[config.mk]
export PLATFORM = sky130hd
export DESIGN_NAME = emissor_codigo_flat
export DESIGN_NICKNAME = d
export VERILOG_FILES = /design/src/rtl/cadeado_pkg.sv /design/src/rtl/emissor_codigo_if.sv /design/src/rtl/contador_fase.sv /design/src/rtl/emissor_codigo.sv /design/src/flat_wrapper.sv
export SDC_FILE = /design/constraint.sdc
export NUM_CORES = 1
export LEC_CHECK = 0
export BUFFER_PORTS_ARGS = -buffer_cell sky130_fd_sc_hd__buf_2
export CAP_MARGIN = 20
export CORE_MARGIN = 10
export CORE_UTILIZATION = 25
export CTS_CLUSTER_DIAMETER = 100
export DETAILED_ROUTE_END_ITERATION = 6
export MAX_ROUTING_LAYER = met4
export SETUP_SLACK_MARGIN = 0.5
export SLEW_MARGIN = 20
export SYNTH_ARGS = -nofsm -noshare
export SYNTH_HDL_FRONTEND = slang
export SYNTH_SLANG_ARGS = --single-unit
export TNS_END_PERCENT = 1
[constraint.sdc]
create_clock -name clk -period 3.08 [get_ports clk]
set_input_delay 0 -clock clk [delete_from_list [all_inputs] [get_ports clk]]
set_output_delay 0 -clock clk [all_outputs]
set_load 0.1 [all_outputs]
[src/rtl/cadeado_pkg.sv]
// Shared definitions for the combination-lock digit-entry path: FSM states,
// digit width, default code and default strobe timing.
package cadeado_pkg;

   localparam int          DIGITO_W        = 4;
   localparam int          NUM_DIGITOS_DEF = 6;
   localparam int          SETUP_CIC_DEF   = 2;
   localparam int          PULSO_CIC_DEF   = 3;
   localparam int          HOLD_CIC_DEF    = 2;
   localparam logic [23:0] CODIGO_DEF      = 24'h590981;

   typedef enum logic [2:0] {
      IDLE  = 3'd0,
      SETUP = 3'd1,
      PULSO = 3'd2,
      HOLD  = 3'd3,
      FIM   = 3'd4
   } estado_t;

   // Phase counter only ever holds CIC-1, so max(CIC)+1 values is plenty.
   function automatic int fase_w(input int s, input int p, input int h);
      int m;
      m = s;
      if (p > m) m = p;
      if (h > m) m = h;
      return $clog2(m + 1);
   endfunction

endpackage

[src/rtl/emissor_codigo_if.sv]
// Digit-entry bus between the code emitter (master) and a lock or test driver
// (slave). Building with EMISSOR_ERRO_EN adds the error-injection controls.
interface emissor_codigo_if #(
   parameter int NUM_DIGITOS = cadeado_pkg::NUM_DIGITOS_DEF
);
   logic                                         start;
   logic                                         abortar;
   logic [cadeado_pkg::DIGITO_W*NUM_DIGITOS-1:0] codigo;
   logic [cadeado_pkg::DIGITO_W-1:0]             numero;
   logic                                         insere;
   logic                                         ocupado;
   logic                                         concluido;
   logic [2:0]                                   indice;
   cadeado_pkg::estado_t                         estado;
`ifdef EMISSOR_ERRO_EN
   logic [2:0]                                   erro_idx;
   logic                                         erro_ativo;
`endif

   // Handshake: start is a request taken only while ocupado=0; once taken the
   // bus is busy until the concluido pulse or an abort, and further start
   // requests are dropped. The consumer samples numero when insere falls.
`ifdef EMISSOR_ERRO_EN
   modport master (input  start, abortar, codigo, erro_idx, erro_ativo,
                   output numero, insere, ocupado, concluido, indice, estado);
   modport slave  (output start, abortar, codigo, erro_idx, erro_ativo,
                   input  numero, insere, ocupado, concluido, indice, estado);
`else
   modport master (input  start, abortar, codigo,
                   output numero, insere, ocupado, concluido, indice, estado);
   modport slave  (output start, abortar, codigo,
                   input  numero, insere, ocupado, concluido, indice, estado);
`endif

endinterface

[src/rtl/contador_fase.sv]
// Loadable down-counter with terminal-count flag; times each strobe phase.
module contador_fase #(
   parameter int W = 2
) (
   input  logic         clk,
   input  logic         reset,
   input  logic         carga_i,
   input  logic [W-1:0] valor_i,
   output logic         fim_o
);

   logic [W-1:0] cont_q;

   always_ff @(posedge clk) begin
      if (!reset) begin
         cont_q <= '0;
      end else if (carga_i) begin
         cont_q <= valor_i;
      end else if (cont_q != '0) begin
         cont_q <= cont_q - 1'b1;
      end
   end

   assign fim_o = (cont_q == '0);

endmodule

[src/rtl/emissor_codigo.sv]
// Code emitter: sends an N-digit BCD code MSB-first as numero/insere strobes.
// Define EMISSOR_ERRO_EN to corrupt one chosen digit and then re-send it.
module emissor_codigo
   import cadeado_pkg::*;
#(
   parameter int NUM_DIGITOS = NUM_DIGITOS_DEF,
   parameter int SETUP_CIC   = SETUP_CIC_DEF,
   parameter int PULSO_CIC   = PULSO_CIC_DEF,
   parameter int HOLD_CIC    = HOLD_CIC_DEF
) (
   input  logic             clk,
   input  logic             reset,
   emissor_codigo_if.master bus
);

   localparam int                CODIGO_W = DIGITO_W * NUM_DIGITOS;
   localparam int                FASE_W   = fase_w(SETUP_CIC, PULSO_CIC, HOLD_CIC);
   localparam logic [FASE_W-1:0] SETUP_V  = FASE_W'(SETUP_CIC - 1);
   localparam logic [FASE_W-1:0] PULSO_V  = FASE_W'(PULSO_CIC - 1);
   localparam logic [FASE_W-1:0] HOLD_V   = FASE_W'(HOLD_CIC - 1);
   localparam logic [2:0]        ULTIMO   = 3'(NUM_DIGITOS - 1);

   estado_t               estado_q;
   logic [CODIGO_W-1:0]   shift_q;
   logic [CODIGO_W-1:0]   shift_prox;
   logic [DIGITO_W-1:0]   numero_q;
   logic [DIGITO_W-1:0]   nib_ini;
   logic [DIGITO_W-1:0]   nib_prox;
   logic [DIGITO_W-1:0]   nib_atual;
   logic                  insere_q;
   logic                  ocupado_q;
   logic                  concluido_q;
   logic [2:0]            indice_q;
   logic                  carga_d;
   logic [FASE_W-1:0]     valor_d;
   logic                  fase_fim;
   logic                  corromper_ini;
   logic                  corromper_prox;
   logic                  reenviar;

   assign shift_prox = shift_q << DIGITO_W;
   assign nib_ini    = bus.codigo[CODIGO_W-1 -: DIGITO_W];
   assign nib_prox   = shift_prox[CODIGO_W-1 -: DIGITO_W];
   assign nib_atual  = shift_q[CODIGO_W-1 -: DIGITO_W];

   // Reload the phase counter on every phase entry.
   always_comb begin
      carga_d = 1'b0;
      valor_d = '0;
      case (estado_q)
         IDLE:    if (bus.start) begin carga_d = 1'b1; valor_d = SETUP_V; end
         SETUP:   if (fase_fim)  begin carga_d = 1'b1; valor_d = PULSO_V; end
         PULSO:   if (fase_fim)  begin carga_d = 1'b1; valor_d = HOLD_V;  end
         HOLD:    if (fase_fim)  begin carga_d = 1'b1; valor_d = SETUP_V; end
         default: ;
      endcase
   end

   contador_fase #(.W(FASE_W)) u_fase (
      .clk     (clk),
      .reset   (reset),
      .carga_i (carga_d),
      .valor_i (valor_d),
      .fim_o   (fase_fim)
   );

`ifdef EMISSOR_ERRO_EN
   logic [2:0] erro_idx_q;
   logic       erro_pend_q;
   logic       corrompido_q;

   assign corromper_ini  = bus.erro_ativo && (bus.erro_idx == 3'd0);
   assign corromper_prox = erro_pend_q && (erro_idx_q == indice_q + 3'd1);
   assign reenviar       = corrompido_q;

   always_ff @(posedge clk) begin
      if (!reset) begin
         erro_idx_q   <= '0;
         erro_pend_q  <= 1'b0;
         corrompido_q <= 1'b0;
      end else if (estado_q == IDLE && bus.start) begin
         erro_idx_q   <= bus.erro_idx;
         erro_pend_q  <= bus.erro_ativo && !corromper_ini;
         corrompido_q <= corromper_ini;
      end else if (estado_q == HOLD && fase_fim && !bus.abortar) begin
         if (corrompido_q) begin
            corrompido_q <= 1'b0;
         end else if (corromper_prox && indice_q != ULTIMO) begin
            corrompido_q <= 1'b1;
            erro_pend_q  <= 1'b0;
         end
      end
   end
`else
   assign corromper_ini  = 1'b0;
   assign corromper_prox = 1'b0;
   assign reenviar       = 1'b0;
`endif

   // numero only moves on SETUP entry or exit to IDLE/FIM, so it is always
   // stable around the insere edges.
   always_ff @(posedge clk) begin
      if (!reset) begin
         estado_q    <= IDLE;
         shift_q     <= '0;
         numero_q    <= '0;
         insere_q    <= 1'b1;
         ocupado_q   <= 1'b0;
         concluido_q <= 1'b0;
         indice_q    <= '0;
      end else if (estado_q != IDLE && bus.abortar) begin
         estado_q    <= IDLE;
         numero_q    <= '0;
         insere_q    <= 1'b1;
         ocupado_q   <= 1'b0;
         concluido_q <= 1'b0;
         indice_q    <= '0;
      end else begin
         concluido_q <= 1'b0;
         case (estado_q)
            IDLE: begin
               if (bus.start) begin
                  shift_q   <= bus.codigo;
                  indice_q  <= '0;
                  numero_q  <= corromper_ini ? ~nib_ini : nib_ini;
                  ocupado_q <= 1'b1;
                  estado_q  <= SETUP;
               end
            end
            SETUP: begin
               if (fase_fim) begin
                  insere_q <= 1'b0;
                  estado_q <= PULSO;
               end
            end
            PULSO: begin
               if (fase_fim) begin
                  insere_q <= 1'b1;
                  estado_q <= HOLD;
               end
            end
            HOLD: begin
               if (fase_fim) begin
                  if (reenviar) begin
                     numero_q <= nib_atual;
                     estado_q <= SETUP;
                  end else if (indice_q == ULTIMO) begin
                     numero_q    <= '0;
                     concluido_q <= 1'b1;
                     estado_q    <= FIM;
                  end else begin
                     shift_q  <= shift_prox;
                     indice_q <= indice_q + 3'd1;
                     numero_q <= corromper_prox ? ~nib_prox : nib_prox;
                     estado_q <= SETUP;
                  end
               end
            end
            FIM: begin
               ocupado_q <= 1'b0;
               estado_q  <= IDLE;
            end
            default: estado_q <= IDLE;
         endcase
      end
   end

   assign bus.numero    = numero_q;
   assign bus.insere    = insere_q;
   assign bus.ocupado   = ocupado_q;
   assign bus.concluido = concluido_q;
   assign bus.indice    = indice_q;
   assign bus.estado    = estado_q;

endmodule

[src/flat_wrapper.sv]
// flat-port wrapper written by rule: the top's interface ports become plain ports
module emissor_codigo_flat import cadeado_pkg::*;
#(
   parameter int NUM_DIGITOS = NUM_DIGITOS_DEF,
   parameter int SETUP_CIC   = SETUP_CIC_DEF,
   parameter int PULSO_CIC   = PULSO_CIC_DEF,
   parameter int HOLD_CIC    = HOLD_CIC_DEF
)
  (clk, reset, bus_start, bus_abortar, bus_codigo, bus_numero, bus_insere, bus_ocupado, bus_concluido, bus_indice, bus_estado);
  emissor_codigo_if #(.NUM_DIGITOS(NUM_DIGITOS)) bus_i ();
  input  logic clk;
  input  logic reset;
  input wire logic [$bits(bus_i.start)-1:0] bus_start;
  input wire logic [$bits(bus_i.abortar)-1:0] bus_abortar;
  input wire logic [$bits(bus_i.codigo)-1:0] bus_codigo;
  output wire logic [$bits(bus_i.numero)-1:0] bus_numero;
  output wire logic [$bits(bus_i.insere)-1:0] bus_insere;
  output wire logic [$bits(bus_i.ocupado)-1:0] bus_ocupado;
  output wire logic [$bits(bus_i.concluido)-1:0] bus_concluido;
  output wire logic [$bits(bus_i.indice)-1:0] bus_indice;
  output wire logic [$bits(bus_i.estado)-1:0] bus_estado;
  assign bus_i.start = bus_start;
  assign bus_i.abortar = bus_abortar;
  assign bus_i.codigo = bus_codigo;
  assign bus_numero = bus_i.numero;
  assign bus_insere = bus_i.insere;
  assign bus_ocupado = bus_i.ocupado;
  assign bus_concluido = bus_i.concluido;
  assign bus_indice = bus_i.indice;
  assign bus_estado = bus_i.estado;
  emissor_codigo #(.NUM_DIGITOS(NUM_DIGITOS), .SETUP_CIC(SETUP_CIC), .PULSO_CIC(PULSO_CIC), .HOLD_CIC(HOLD_CIC)) u_core (.clk(clk), .reset(reset), .bus(bus_i));
endmodule
-- After elaboration in Yosys (flattened, before gate mapping)
Cells that the tools add are included.
- logic and storage cells: 76
- output and inout port bits: 13
- register bits: 35
- input port bits: 28
- eq/ne operators: 10
- bitwise logic cells: 4
- add/sub/neg operators: 2
- mux-type cells: 33
- reductions and logical operators: 19
- operator list (operator ; count):
    20-bit 2-to-1 mux ; 3
    20-bit case mux with 2 select lines ; 1
    3-bit 2-to-1 mux ; 8
    4-bit 2-to-1 mux ; 3
    3-bit case mux with 4 select lines ; 1
    2-bit nonzero test ; 5
    1-bit 2-to-1 mux ; 8
    4-bit case mux with 2 select lines ; 1
    4-bit AND reduction ; 2
    3-bit by 2-bit == test with 1-bit output, second input constant ; 2
    3-bit == test, second input constant ; 2
    2-bit 2-to-1 mux ; 3
    2-bit by 1-bit != test with 1-bit output, second input constant ; 3
    1-bit case mux with 2 select lines ; 3
    2-bit case mux with 3 select lines ; 1
    3-bit case mux with 2 select lines ; 1
    3-bit AND reduction ; 2
    5-bit AND reduction ; 1
    2-bit != test, second input constant ; 2
    1-bit NOT ; 4
    2-bit OR reduction ; 2
    4-bit OR reduction ; 1
    3-bit by 1-bit adder with 3-bit output, second input constant ; 1
    3-bit by 1-bit == test with 1-bit output, second input constant ; 1
    7 further kinds ; 7

-- Longest topological paths before layout
Gate-level depths: netlist of run 1.
- word-level depth: 4
- gate-level depth with buffers: 8
- mapped depth without buffers: 6

-- Cells and area by module
From an unflattened synthesis of run 1, not the netlist that was laid out.
- cells, all modules: 184
- area, all modules: 1786.7 um2
- by module, submodules not included (module ; times used ; cells each ; area an instance (um2) ; sequential area each (um2)):
    emissor_codigo ; 1 ; 171 ; 1662.8 ; 660.6
    contador_fase ; 1 ; 13 ; 123.9 ; 40.0

-- Worst setup path before layout of run 1
No wires, ideal clock.
- path kind: register to register
- from: register u_core.estado_q[1], in the netlist u_core.bus.estado[1]
- to: register u_core.shift_q[0]
- arrival: 2.253 ns
- stages on the path, launching flop included: 8
- buffers on the path: 3
- required time: 3.008 ns
- slack: 0.755 ns
- library setup time: 0.072 ns
- period minus slack after synthesis: 2.325 ns
- cell sequence: dfxtp_1 -> clkbuf_8 -> and4b_4 -> o22a_1 -> buf_6 -> and2_4 -> buf_6 -> mux2i_1
- longest elaborated chain between the ends: 4
- elaborated cells between the ends (all ways): 11
- those cells by class: eq/ne: 4; mux: 1; bitwise: 1; reduce/logical: 5
- RTL lines (item ; RTL line ; source):
    from (decl) ; emissor_codigo.sv:23 ; estado_t estado_q;
    from (signal assigned) ; emissor_codigo.sv:104 ; estado_q <= IDLE;
    from (signal assigned) ; emissor_codigo.sv:112 ; estado_q <= IDLE;
    from (signal assigned) ; emissor_codigo.sv:127 ; estado_q <= SETUP;
    parallel branches: the longest is 4 deep, another holds 5-bit AND reduction ; - ;
    to (signal assigned) ; emissor_codigo.sv:123 ; shift_q <= bus.codigo;
    to (signal assigned) ; emissor_codigo.sv:152 ; shift_q <= shift_prox;
    to (decl) ; emissor_codigo.sv:24 ; logic [CODIGO_W-1:0] shift_q;
Several ways; the timed one is not identified.
A chain may end at the register's enable or synchronous reset.

-- Final worst setup path of run 1
- from: register u_core.estado_q[0], in the netlist u_core.bus.estado[0]
- to: register u_core.shift_q[3]
The elaborated chain is that of the path after synthesis.

==> results of run 1 <==
[cells in the mapped netlist, drive strengths merged]
cell | count | area (um2)
mux2i | 20 | 200
xor2 | 2 | 17.5
o21ai | 3 | 15.0
nand2b | 3 | 18.8
or2 | 1 | 6.26
ha | 3 | 37.5
nor2 | 10 | 37.5
nand3 | 21 | 105
nor4b | 1 | 15.0
dfxtp | 35 | 701
nand2 | 8 | 30.0
nor3 | 6 | 30.0
buf | 9 | 72.6
and4b | 1 | 13.8
a21oi | 7 | 35.0
inv | 5 | 18.8
or3b | 1 | 8.76
a221oi | 4 | 35.0
o211a | 16 | 160
and2 | 2 | 15.0
a211oi | 1 | 7.51
and3 | 1 | 6.26
o31ai | 3 | 36.3
o2bb2ai | 1 | 8.76
nor4 | 2 | 12.5
clkbuf | 7 | 36.3
o22a | 1 | 8.76
o221ai | 1 | 8.76
o22ai | 2 | 12.5
nand3b | 3 | 35.0
[registers in the layout, indices dropped and copies added, names as in the netlist]
register,flops
u_core.bus.concluido,1
u_core.bus.estado,3
u_core.bus.indice,3
u_core.bus.insere,1
u_core.bus.numero,4
u_core.bus.ocupado,1
u_core.shift_q,20
u_core.u_fase.cont_q,2
[metal layers]
metal	up-vias	wire, um
met5	-	0
met4	0	61
met3	6	168
met2	32	1950
met1	650	2120
li1	740	-
[layout by cell type (no fill, tap or decap), drive strengths merged, types with 2 or more instances in the layout]
| cell | n |
|---|---|
| buf | 43 |
| dfxtp | 35 |
| nand3 | 21 |
| mux2i | 20 |
| o211a | 16 |
| nor2 | 10 |
| nand2 | 8 |
| a21oi | 7 |
| clkbuf | 7 |
| nor3 | 6 |
| inv | 5 |
| a221oi | 4 |
| dlygate4sd3 | 4 |
| nand2b | 3 |
| ha | 3 |
| o31ai | 3 |
| o21ai | 3 |
| nand3b | 3 |
| xor2 | 2 |
| nor4 | 2 |
| o22ai | 2 |
| and2 | 2 |
[cell families after synthesis]
group                      after synthesis  synth area share, %
AOI/OAI and AO/OA                       39                 18.8
DFF                                     35                 40.1
muxes                                   20                 11.5
xor gates and xnor gates                 2                 1.00
and+or+nand+nor                         60                 19.1
buffers and inverters                   21                 7.31
adders and majority gates                3                 2.15
[where the power goes]
| part | internal (mW) | switching, mW | total, mW |
|---|---|---|---|
| Sequential | 0.586 | 0.103 | 0.689 |
| Combinational | 0.272 | 0.581 | 0.853 |
| Clock | 0.159 | 0.169 | 0.328 |
[repair_timing]
action | 4_1_cts | 5_1_grt
endpoints found under the hold margin | 4 | 0
gates resized for setup | 0 | 0
hold buffers | 4 | 0
setup endpoints to repair | 0 | 0
[metrics by stage]
step / util (%) / cell area (um2) / power, mW / hold slack [ps] / std cells
floorplan: - / 1750 / 1.45 / 154 / 180
global placement: 29.1 / 1980 / 1.55 / 267 / 303
detailed placement: 29.1 / 1980 / 1.56 / 276 / 303
CTS: 30.9 / 2100 / 1.89 / 17.7 / 315
global route: 30.9 / 2100 / 2.00 / 56.3 / 315
finish: 30.9 / 2100 / 1.87 / 26.4 / 315
[worst min-delay path, stage by stage]
cell and delay (ps):
buf_2 120, a21oi_1 110, a211oi_1 50
[layout make-up]
type                            instances  share of cell area, %
Clock buffer                            7                   3.63
Clock inverter                          1                  0.238
Inverter                                5                  0.893
Multi-Input combinational cell        124                   43.7
Sequential cell                        35                   33.4
Tap cell                               96                   5.72
Timing Repair Buffer                   47                   12.5
[worst max-delay path by stage]
stage                          from                end  slack (ps)  cells past startpoint
2_1_floorplan  u_core.bus.estado[1]  u_core.shift_q[0]         760                      7
3_3_place_gp   u_core.bus.estado[0]  u_core.shift_q[2]        1150                      5
3_5_place_dp   u_core.bus.estado[0]  u_core.shift_q[1]        1070                      5
4_1_cts        u_core.bus.estado[0]  u_core.shift_q[3]        1050                      5
5_1_grt        u_core.bus.estado[0]  u_core.shift_q[0]         860                      5
6_report       u_core.bus.estado[0]  u_core.shift_q[3]        1090                      5
==> results.cfg, run 1 <==
[status]
status = complete, no violations

[placed_design]
io_buffers = 40
post-place-ws_ps = 1070
gp_congestion = 0.801
dp_hpwl_mm = 3.12

[sta]
finalSetupViolations = 0
fin_crit_sh_pct = 64.5
fin_skew_ps = 6.28
fin_ws_ps = 1090
max_clock_freq_mhz = 504
rsz0062_at_grt = no
fin_crit_ps = 1990
setup_tns_ps = 0
drv_slew = 0
hold_viol = 0
worst_pin_slew_ps = 527
relSlewSlack_pct = 64.8

[routing]
firstDrtPassIters = 4
via_count = 1428
drc = 0
wl_mm = 4.29
drtAntennaViolNets = 0
via_per_inst = 4.53
drtIter0Drc = 71
avgRoutedWirePerCell_um = 13.6

[grt]
gr-max-usage-layer = met2
grt_max_degree = 30
grt_pass1_vias = 1456
grtUsageMet1_pct = 10.4
grt_pass1_wl_mm = 7.23
grt.total_usage_pct = 8.38
grt_antenna_before_repair = 0
met3_usage_pct = 2.73
use_met2_pct = 12.2
grt-ovfl-total = 0

[run]
maxCapViolations = 0

[cells_and_area]
drive_gt1_share_pct = 24.7
n_antenna_cell = 0
multi_input_area_um2 = 917
syn_to_final_growth_pct = 20.4
nFillCells = 727
register_area_um2 = 701
nets = 249

[synthesis]
ys_types = 37
synth_nets = 211
yosys_warnings = 0
synth.avg_cell_area_um2 = 9.70
yosysSeqAreaShare_pct = 40.1
synth_seq_cells = 35
syn_inst = 180
synth_area_mm2 = 0.00175

[worst_hold_path]
min_path_type = input pin to register
hold_depth = 3
min_to = u_core.bus.ocupado
hp-start = bus_start

[setup_path]
cpLargestDelayFamily = simple AND/OR/NAND/NOR gates
end_kind = register
timing.rr.start = u_core.bus.estado[0]
max_stage_delay_ps = 500
path_buf_inv = 1
r2r_slack_ps = 1090
crit_fanout = 20
slowest_stage = nor4b_2
cp.required_ps = 3300
r2r.worst_path.cells = 5
arrival_ps = 2210
reg2reg_to = u_core.shift_q[3]
worst-setup-path-type = register to register
worstPathCellList = nor4b_2, o22a_1, buf_4, and2_4, mux2i_1
start_kind = register

[cts]
path_clk_slew_ps = 70
postCtsSetupRepairBufs = 0
clock_latency_ps = 290
cts_buffers = 5
cts_max_path_buffers = 2
cts_sinks = 35
cts-root-buf = clkbuf_8
htreeDepth = 2
cts_tree = done

[floorplan]
design.die.area_mm2 = 0.0107
die_w_um = 104
core_area_mm2 = 0.00679
die_y_um = 104
start_util_pct = 25.7
io_pins = 41
num_rows = 30

[power]
irDropWorstVdd_uv = 234
p_leak_nw = 1.13
p_per_area_mw_per_mm2 = 890
Note: power is estimated with default switching activity, not from simulation.
==> run 2, diff against run 1 <==
==> constraint.sdc (replaced) <==
create_clock -name clk -period 2 [get_ports clk]
set_input_delay 0 -clock clk [delete_from_list [all_inputs] [get_ports clk]]
set_output_delay 0 -clock clk [all_outputs]
set_load 0.1 [all_outputs]
==> run 2 against run 1 <==
Non-clock buffer count increased by 9. Routed wire length increased by 9.1%. Sequential power increased by 58%.
==> results.cfg, run 2 (synthesis results as in run 1) <==
[sta]
relSlewSlack_pct = 66.0
rsz0062_at_grt = yes
max_clock_freq_mhz = 651
fin_skew_ps = 6.99
hold_viol = 0
finalSetupViolations = 0
setup_tns_ps = 0
fin_crit_ps = 1530
fin_crit_sh_pct = 76.7
drv_slew = 0
worst_pin_slew_ps = 510

[floorplan]
die_w_um = 104
die_y_um = 104
num_rows = 30
design.die.area_mm2 = 0.0107
core_area_mm2 = 0.00679
start_util_pct = 25.7
io_pins = 41

[cells_and_area]
multi_input_area_um2 = 985
n_antenna_cell = 0
final_cell_count_no_fill = 326
largest_reg_flops = 20
final_common_cell = buf_2
nets = 260
mostFrequentLayoutCells = 40 x buf_2, 27 x dfxtp_1, 21 x nand3_1, 20 x mux2i_1, 16 x o211a_1
syn_to_final_growth_pct = 29.7
drive_gt1_share_pct = 34.8
largest-register = u_core.shift_q
register_area_um2 = 723
nFillCells = 738

[setup_path]
worst-setup-path-type = register to register
start_kind = register
arrival_ps = 1700
cp.required_ps = 2170
crit_fanout = 5
end_kind = register

[routing]
via_per_inst = 4.69
avgRoutedWirePerCell_um = 14.4
drtIter0Drc = 99
wl_mm = 4.68
via_count = 1528
firstDrtPassIters = 4
drc = 0
drtAntennaViolNets = 0

[placed_design]
dp.cells = 305
dp_hpwl_mm = 3.17
gp_congestion = 0.774
io_buffers = 40

[power]
p_leak_nw = 1.19
irDropWorstVdd_uv = 390
p_per_area_mw_per_mm2 = 1370

[grt]
grt.total_usage_pct = 9.14
grt_max_degree = 29
grt_pass1_wl_mm = 8.01
grt-ovfl-total = 0
grt_antenna_before_repair = 0
grt_pass1_vias = 1536

[cts]
cts_buffers = 5
clock_latency_ps = 280
cts_sinks = 35
path_clk_slew_ps = 70
htreeDepth = 2
cts_max_path_buffers = 2
cts_tree = done
cts-root-buf = clkbuf_8

[worst_hold_path]
min_path_type = input pin to register

[run]
maxCapViolations = 0

[status]
status = complete, no violations
==> run 2: worst max-delay path, stage by stage (launching register included) <==
cell     delay, ps
dfxtp_2        330
inv_1           60
ha_4           160
and4b_4        200
o22a_4         260
and2_4         200
o211a_1        210
==> run 2: routing by layer <==
metal  global-route usage (%)  part of all wire (%)  vias to the layer above
li1                         -                     -                      767
met1                     11.8                    51                      726
met2                     13.8                    45                       30
met3                     2.48                   3.2                        5
met4                     2.12                  0.66                        0
met5                        -                     0                        -
==> run 2: cell type report <==
cell class	instances	share of cell area [%]
Multi-Input combinational cell	126	43.5
Sequential cell	35	31.9
Timing Repair Buffer	56	14.9
Tap cell	96	5.30
Clock buffer	8	3.54
Inverter	5	0.829
==> run 2: final timing paths <==
check	startpoint	to	slack [ps]	cells past startpoint
hold reg to reg	u_core.shift_q[1]	u_core.shift_q[1]	460	2
setup reg to reg	u_core.u_fase.cont_q[1]	u_core.shift_q[8]	470	6
hold / removal	bus_start	u_core.bus.ocupado	60	3
setup / recovery	u_core.u_fase.cont_q[1]	u_core.shift_q[8]	470	6
==> run 2: power breakdown <==
| group | internal (mW) | switching [mW] | leakage, nW |
|---|---|---|---|
| Combinational | 0.552 | 0.970 | 0.857 |
| Clock | 0.247 | 0.240 | 0.0395 |
| Sequential | 0.914 | 0.178 | 0.293 |
==> run 2: timing repair <==
action | 4_1_cts | 5_1_grt
hold buffers | 4 | 0
buffers inserted | 4 | 2
pin swaps | 1 | 2
endpoints found under the hold margin | 4 | 0
gates resized for setup | 14 | 4
endpoints found under the setup margin | 28 | 30
gates cloned | 3 | 0
==> run 2: per-stage QoR <==
stage | setup slack (ps) | util (%) | instance area [um2] | hold WS, ps | total power, mW
after floorplan | 235 | - | 1770 | 154 | 2.23
after global placement | 324 | 29.7 | 2010 | 278 | 2.42
after detailed placement | 288 | 29.7 | 2010 | 274 | 2.43
after CTS | 476 | 32.9 | 2230 | 38.3 | 3.08
after global routing | 407 | 33.3 | 2260 | 81.7 | 3.31
final | 465 | 33.3 | 2260 | 57.4 | 3.10
==> run 3, diff against run 2 <==
==> constraint.sdc (replaced) <==
create_clock -name clk -period 1.4 [get_ports clk]
set_input_delay 0 -clock clk [delete_from_list [all_inputs] [get_ports clk]]
set_output_delay 0 -clock clk [all_outputs]
set_load 0.1 [all_outputs]
==> run 3 against run 2 <==
The flow now finishes with violations (negative setup slack). First-iteration DRC count fell by 51%. Global-route usage rose by 0.41 points. Via count rose by 4.6%. Non-clock buffer count rose by 17. Flip-flop and latch count did not move. Maximum frequency fell by 0.22%. Sequential share of layout area fell by 5.1 points. Sequential power rose by 40%. Worst setup slack got worse by 600 ps. Die area did not move. Critical endpoint is now u_core.shift_q[13]. Largest cell class unchanged. Highest routed layer unchanged.
==> results.cfg, run 3 (synthesis results as in run 1) <==
[placed_design]
io_buffers = 40
post-place-ws_ps = -171
dp.cells = 323
dp_hpwl_mm = 3.40
gp_congestion = 0.831

[setup_path]
cp.required_ps = 1570
r2r_slack_ps = -140
end_kind = register
slowest_stage = dfxtp_2
cpLargestDelayFamily = compound AO/OA/AOI/OAI gates
max_stage_delay_ps = 340
arrival_ps = 1710
path_buf_inv = 1
worstPathCellList = inv_2, ha_4, and4b_4, o22a_4, and2_4, o211a_1
crit_fanout = 6
worst-setup-path-type = register to register
start_kind = register

[floorplan]
die_w_um = 104
die_y_um = 104
io_pins = 41
design.die.area_mm2 = 0.0107
core_area_mm2 = 0.00679
start_util_pct = 25.7
num_rows = 30

[cells_and_area]
largest_reg_flops = 20
nets = 278
final_common_cell = buf_2
syn_to_final_growth_pct = 54.4
drive_gt1_share_pct = 43.5
n_antenna_cell = 0
final_cell_count_no_fill = 344
largest-register = u_core.shift_q
mostFrequentLayoutCells = 27 x buf_2, 26 x dfxtp_1, 21 x nand3_1, 20 x mux2i_1, 18 x buf_4

[sta]
drv_slew = 0
max_clock_freq_mhz = 650
relSlewSlack_pct = 75.7
fin_skew_ps = 12.4
fin_ws_ps = -138
worst_pin_slew_ps = 360
rsz0062_at_grt = yes
whs_ps = 60.5
fin_crit_ps = 1540
fin_crit_sh_pct = 110
hold_viol = 0
finalSetupViolations = 28

[power]
p_int_mw = 2.94
switchingPower_mw = 2.15
power_mw = 5.09
swShare_pct = 42.2
clkPwrFrac_pct = 13.9
p_per_area_mw_per_mm2 = 1890
seqPwrFrac_pct = 30.0
p_comb_share_pct = 56.1
p_leak_nw = 1.36
irDropWorstVdd_uv = 661

[worst_hold_path]
min_path_type = input pin to register

[grt]
grt_pass1_vias = 1731
grt_antenna_before_repair = 0
grt_pass1_wl_mm = 8.52
grt_max_degree = 25
grt-ovfl-total = 0
grt.total_usage_pct = 9.55

[routing]
wl_mm = 4.82
avgRoutedWirePerCell_um = 14.0
drtIter0Drc = 49
via_count = 1599
via_per_inst = 4.65
firstDrtPassIters = 4
drc = 0
drtAntennaViolNets = 0

[cts]
htreeDepth = 2
cts_max_path_buffers = 2
path_clk_slew_ps = 80
cts_sinks = 35
cts_tree = done
cts-root-buf = clkbuf_8
clock_latency_ps = 290
cts_buffers = 5

[status]
status = finished, violations left
violations = negative setup slack

[run]
maxCapViolations = 0
run 3: cell types whose count changed in the layout (fill, tap and decap cells not counted), sizes merged:
cell         delta
buf            +15
dlygate4sd3     +2
and2            +1
run 3: area by class of cell:
| class | instances | area (um2) |
|---|---|---|
| fill | 673 | 4100 |
| timing repair buffer | 73 | 688 |
| clock buffer | 8 | 80.1 |
| sequential | 35 | 724 |
| inverter | 5 | 18.8 |
| multi-input combinational | 127 | 1060 |
| tap | 96 | 120 |
run 3: power groups by stage:
stage / sequential, mW / combinational [mW] / clock (mW)
after floorplan: 2.02 / 1.17 / 0
after CTS: 1.52 / 2.75 / 0.725
final: 1.53 / 2.85 / 0.705
after global placement: 1.49 / 2.15 / 0
after detailed placement: 1.49 / 2.17 / 0
after global routing: 1.56 / 3.09 / 0.772
run 3: worst paths after layout:
path	cells past startpoint	startpoint	endpoint
worst min register to register	2	u_core.shift_q[1]	u_core.shift_q[1]
worst max-delay path	6	u_core.u_fase.cont_q[0]	u_core.shift_q[13]
worst max register to register	6	u_core.u_fase.cont_q[0]	u_core.shift_q[13]
worst min-delay path	3	bus_codigo[23]	u_core.bus.numero[3]
run 3: repair_timing:
item / in CTS / in global routing
pin swaps: 18 / 3
hold endpoints to repair: 6 / 0
gates cloned: 4 / 0
setup buffers: 3 / 0
gates resized for setup: 71 / 15
setup endpoints to repair: 48 / 45
hold buffers: 6 / 0
run 3: layer usage:
metal / GRT usage, % / vias up / wire length, um
li1: - / 803 / -
met1: 11.8 / 752 / 2310
met2: 15.2 / 38 / 2290
met3: 2.54 / 6 / 181
met4: 2.12 / 0 / 31
met5: - / - / 0
run 3: tightest hold or removal path, stage by stage:
cell and delay, ps:
buf_2 80, a221oi_1 60, nor3_1 150
run 3: stage by stage:
stage	setup TNS (ps)	utilization [%]	instance area, um2
final	-2310	39.7	2700
after detailed placement	-3440	31.8	2160
after floorplan	-9800	-	1770
after global placement	-3100	31.8	2160
after global routing	-4080	39.7	2700
after CTS	-2270	38.7	2630
